===== src/rtl/adder_ctrl_pkg.sv =====
// Shared constants and FSM state encoding for the serial adder sequencer.
package adder_ctrl_pkg;

  localparam int WIDTH_DEF = 16;
  localparam int SLICE_DEF = 4;

  typedef enum logic [1:0] {
    IDLE = 2'd0,
    ADD  = 2'd1,
    FIN  = 2'd2
  } state_t;

endpackage


===== src/rtl/adder_slice.sv =====
// Combinational SLICE-bit ripple-carry adder; one instance serves every chunk of the word.
module adder_slice #(
  parameter int SLICE = 4
) (
  input  logic [SLICE-1:0] a,
  input  logic [SLICE-1:0] b,
  input  logic             cin,
  output logic [SLICE-1:0] s,
  output logic             cout
);

  logic carry;

  always_comb begin
    s     = '0;
    carry = cin;
    for (int i = 0; i < SLICE; i++) begin
      s[i]  = a[i] ^ b[i] ^ carry;
      carry = (a[i] & b[i]) | (carry & (a[i] ^ b[i]));
    end
    cout = carry;
  end

endmodule


===== src/rtl/serial_adder_ctrl.sv =====
// Multi-cycle Sum = A + B sequencer: one SLICE-bit chunk per clock through a shared slice.
// Build option ACCUMULATE_EN: a Run takes operand A from the current Sum instead of SW.
module serial_adder_ctrl
  import adder_ctrl_pkg::*;
#(
  parameter int WIDTH = WIDTH_DEF,
  parameter int SLICE = SLICE_DEF
) (
  input  logic             Clk,
  input  logic             Reset,
  input  logic             LoadB,
  input  logic             Run,
  input  logic [WIDTH-1:0] SW,
  output logic [WIDTH-1:0] Sum,
  output logic             CO,
  output logic             Busy,
  output logic             Done
);

  localparam int NSLICE = WIDTH / SLICE;
  localparam int IDX_W  = (NSLICE > 1) ? $clog2(NSLICE) : 1;
  localparam logic [IDX_W-1:0] IDX_LAST = IDX_W'(NSLICE - 1);

  state_t           state, state_next;
  logic             run_q, loadb_q;
  logic             run_ev, loadb_ev, start;
  logic [WIDTH-1:0] b_reg;
  logic [WIDTH-1:0] op_a, op_b, result;
  logic             carry;
  logic [IDX_W-1:0] idx;
  logic [SLICE-1:0] sl_a, sl_b, sl_s;
  logic             sl_cout;

  // Buttons are active-low: an event is the high-to-low transition only.
  assign run_ev   = run_q & ~Run;
  assign loadb_ev = loadb_q & ~LoadB;
  assign start    = (state == IDLE) && run_ev && !loadb_ev;
  assign Busy     = (state == ADD);

  assign sl_a = op_a[idx*SLICE +: SLICE];
  assign sl_b = op_b[idx*SLICE +: SLICE];

  adder_slice #(.SLICE(SLICE)) u_slice (
    .a    (sl_a),
    .b    (sl_b),
    .cin  (carry),
    .s    (sl_s),
    .cout (sl_cout)
  );

  always_ff @(posedge Clk or negedge Reset) begin
    if (!Reset) state <= IDLE;
    else        state <= state_next;
  end

  always_comb begin
    state_next = state;
    case (state)
      IDLE:    if (start) state_next = ADD;
      ADD:     if (idx == IDX_LAST) state_next = FIN;
      FIN:     state_next = IDLE;
      default: state_next = IDLE;
    endcase
  end

  always_ff @(posedge Clk or negedge Reset) begin
    if (!Reset) begin
      run_q   <= 1'b1;
      loadb_q <= 1'b1;
      b_reg   <= '0;
      carry   <= 1'b0;
      idx     <= '0;
      Sum     <= '0;
      CO      <= 1'b0;
      Done    <= 1'b0;
    end else begin
      run_q   <= Run;
      loadb_q <= LoadB;
      Done    <= 1'b0;
      case (state)
        IDLE: begin
          // LoadB wins a tie; the simultaneous Run event is dropped, not deferred.
          if (loadb_ev) begin
            b_reg <= SW;
          end else if (run_ev) begin
            carry <= 1'b0;
            idx   <= '0;
          end
        end
        ADD: begin
          carry <= sl_cout;
          idx   <= idx + IDX_W'(1);
        end
        FIN: begin
          Sum  <= result;
          CO   <= carry;
          Done <= 1'b1;
        end
        default: ;
      endcase
    end
  end

  // Operand snapshot and partial result; Sum only ever sees a completed result.
  always_ff @(posedge Clk) begin
    if (start) begin
`ifdef ACCUMULATE_EN
      op_a <= Sum;
`else
      op_a <= SW;
`endif
      op_b <= b_reg;
    end
    if (state == ADD) result[idx*SLICE +: SLICE] <= sl_s;
  end

endmodule


===== config.mk =====
export PLATFORM = sky130hd
export DESIGN_NAME = serial_adder_ctrl
export DESIGN_NICKNAME = d
export VERILOG_FILES = /design/src/rtl/adder_ctrl_pkg.sv /design/src/rtl/adder_slice.sv /design/src/rtl/serial_adder_ctrl.sv
export SDC_FILE = /design/constraint.sdc
export NUM_CORES = 1
export LEC_CHECK = 0
export BUFFER_PORTS_ARGS = -buffer_cell sky130_fd_sc_hd__buf_2
export CAP_MARGIN = 20
export CELL_PAD_IN_SITES_DETAIL_PLACEMENT = 1
export CELL_PAD_IN_SITES_GLOBAL_PLACEMENT = 1
export CORE_MARGIN = 10
export CORE_UTILIZATION = 40
export CTS_CLUSTER_DIAMETER = 120
export DETAILED_ROUTE_END_ITERATION = 10
export PLACE_DENSITY = 0.74
export REMOVE_ABC_BUFFERS = 1
export SYNTH_ARGS = -nofsm -noshare
export SYNTH_HDL_FRONTEND = slang
export SYNTH_SLANG_ARGS = --single-unit

===== constraint.sdc =====
create_clock -name Clk -period 7.81 [get_ports Clk]
set_input_delay 0.781 -clock Clk [delete_from_list [all_inputs] [get_ports Clk]]
set_output_delay 0.781 -clock Clk [all_outputs]
set_load 0.02 [all_outputs]

==> results by group <==
Setup path
  – Crit path launch: idx[0]$_DFFE_PN0P_
  – Crit Path Max Fanout: 15
  – CP startpoint kind: register
  – Crit-path slowest cell: dfrtp_1
  – Reg-to-Reg End: result[3]$_DFFE_PP_
  – Critical Path RT: 7920 ps
  – FF-to-FF path depth: 9
  – Largest stage delay, worst path: 800 ps
  – Crit path cell chain: mux4_2 -> inv_1 -> fa_1 -> inv_1 -> fa_1 -> inv_1 -> fa_1 -> fa_1 -> nor2_1
  – Flop-to-flop setup slack: 4660 ps
  – Critical path type: reg -> reg
  – RR Startpoint: idx[0]$_DFFE_PN0P_
  – Crit end category: register
  – Arrival @ worst endpoint: 3260 ps
  – CP dominant cell by count: fa_1

Floorplan
  – Die area: 13000 um2
  – Die height: 114 um
  – FP Rows: 34
  – Die Wd: 114 um
  – Num ports: 39
  – Core ar.: 8640 um2
  – Initial core utilization: 40.8%

Drt
  – Drt wl/cell: 17.2 um
  – Vias per cell: 4.88
  – Drt first pass iters: 4
  – Number of remaining DRC errors: 0
  – DR vias: 1752
  – Post-route ant nets: 0
  – Total wire length: 6190 um
  – Initial drt markers: 44

Flow run
  – Max Cap Viol: 0

Power and ir drop
  – Maximum resistive drop on vdd: 0.000192 V
  – Power per cell area: 420 nW/um2
  – Total power: 1.70 mW
  – Leak: 1.63 nW

Timing
  – RSZ-0062 raised after global routing: no
  – Slew HR: 36.1%
  – Least-Margin Pin Slew: 958 ps
  – Fmax: 0.317 GHz
  – Final hold vios: 0
  – Final count of negative-setup-slack endpoints: 0
  – Max Slew Vio Count: 0
  – Tmin final: 3150 ps
  – Final TNS setup: 0 ps
  – Maximum clock skew at final layout: 9.14 ps
  – Tcrit/Tclk final: 40.3%

Finish
  – Most common cell after layout, fill and taps aside: edfxtp_1
  – Synthesis-to-layout area growth: 15.2%
  – Most frequent cells in the layout: 48 x edfxtp_1, 39 x dfrtp_1, 38 x buf_2, 33 x mux2_2, 18 x nor2_1
  – Fraction of layout cells with a size suffix above 1: 40.6%
  – Final nets: 276
  – Ant. Diodes: 0

Logic synthesis
  – Synth warn: 0
  – Syn_area_per_cell: 17.4 um2
  – EDFF count, synth: 48
  – Post-Syn Area: 3520 um2
  – Yosys cell types: 29
  – Post-Synthesis Cells: 202
  – Async set-reset flop share out of synthesis: 46.1%
  – Sequential fraction of the synthesis area: 70.2%
  – Commonest register cell after synthesis: edfxtp_1
  – #FFs+latches synth: 89

Place
  – DP Wirelength: 4430 um
  – Placer Congestion: 0.757
  – PortBufs: 38

CTS
  – CTS root buffer: clkbuf_8
  – Insertion delay to the later sink of the worst-skew pair: 350 ps
  – Cts hold-fix bufs: 0
  – Clock buffer depth: 2
  – CTS tree: built
  – Post-CTS sizing: 0
  – Max H-tree Level: 3
  – # clock sinks: 89
  – Clock slew at reported path FFs: 80 ps
  – Postcts setup bufs: 0
  – Num CTS Buffers: 9

Min path
  – Critical hold path startpoint: b_reg[9]$_DFFE_PN0P_
  – Hold EP: op_b[9]$_DFFE_PP_
  – Hold-critical path depth: 0
  – Worst Hold Class: reg -> reg

Outcome
  – Status: finished, final reports clean

Global routing
  – Largest net degree at the start of global routing: 42
  – GRT Residual Overflow: 0
  – GRT Total Usage: 10.1%
  – Vias in the first global route: 2037
  – Initial antenna violation count: 0
  – First-pass GRT wire length: 10300 um
==> metal layers <==
metal / share of wire (%) / wire length (um) / global-route usage, % / vias up
met3: 5.6 / 346 / 3.36 / 10
met4: 1.9 / 115 / 5.01 / 0
met1: 42 / 2580 / 11.1 / 888
met5: 0 / 0 / 0 / -
met2: 51 / 3150 / 17.3 / 42
li1: - / - / - / 812
==> power breakdown <==
group	internal, mW	leakage (nW)	switching, mW
Sequential	0.678	0.928	0.0981
Combinational	0.244	0.583	0.309
Clock	0.213	0.124	0.159
==> how the worst max path moves through the flow <==
stage	slack, ps	endpoint
2_1_floorplan	3300	op_a[0]$_DFFE_PP_
3_3_place_gp	4710	result[3]$_DFFE_PP_
3_5_place_dp	4590	result[3]$_DFFE_PP_
4_1_cts	4590	result[3]$_DFFE_PP_
5_1_grt	4430	result[11]$_DFFE_PP_
6_report	4660	result[3]$_DFFE_PP_
==> layout make-up <==
class | instances | area, um2
Clock inverter | 7 | 118
Multi-Input combinational cell | 92 | 953
Inverter | 15 | 56.3
Fill cell | 853 | 4580
Tap cell | 108 | 135
Sequential cell | 89 | 2470
Timing Repair Buffer | 39 | 198
Clock buffer | 9 | 124
==> kinds of logic after synthesis <==
logic type,synth area share (%)
mux,15.7
flops,70.2
compound gates,1.24
fa+ha+maj,4.41
buf+inv,2.91
simple gates,5.58
==> worst max-delay path, delay by kind of cell (launching register included) <==
kind / cells / cell delay, ps
fa+ha+maj: 4 / 1510
flops: 1 / 800
mux: 1 / 340
buf+inv: 3 / 180
simple gates: 1 / 80
==> per-stage QoR <==
step	hold slack [ps]	cell area, um2	worst slack (ps)	util (%)	std cells
6_report	450	4050	4660	46.9	359
5_1_grt	468	4050	4430	46.9	359
4_1_cts	457	4050	4590	46.9	359
3_5_place_dp	430	3810	4590	44.1	343
3_3_place_gp	429	3810	4710	44.1	343
2_1_floorplan	421	3470	3300	-	196
==> cells in the mapped netlist (all sizes together), types with 2 or more instances <==
| cell type | n | area share, % |
|---|---|---|
| edfxtp | 48 | 41 |
| mux2 | 33 | 11 |
| or3 | 3 | 0.53 |
| a22oi | 2 | 0.43 |
| dfrtp | 39 | 28 |
| o31ai | 2 | 0.43 |
| inv | 15 | 1.6 |
| mux4 | 8 | 5.1 |
| fa | 4 | 2.3 |
| nor2 | 19 | 2.2 |
| ha | 6 | 2.1 |
| and2 | 5 | 0.89 |
| dfstp | 2 | 1.5 |
| clkbuf | 2 | 0.21 |
| buf | 4 | 1.1 |
Note: power is estimated with default switching activity, not from simulation.
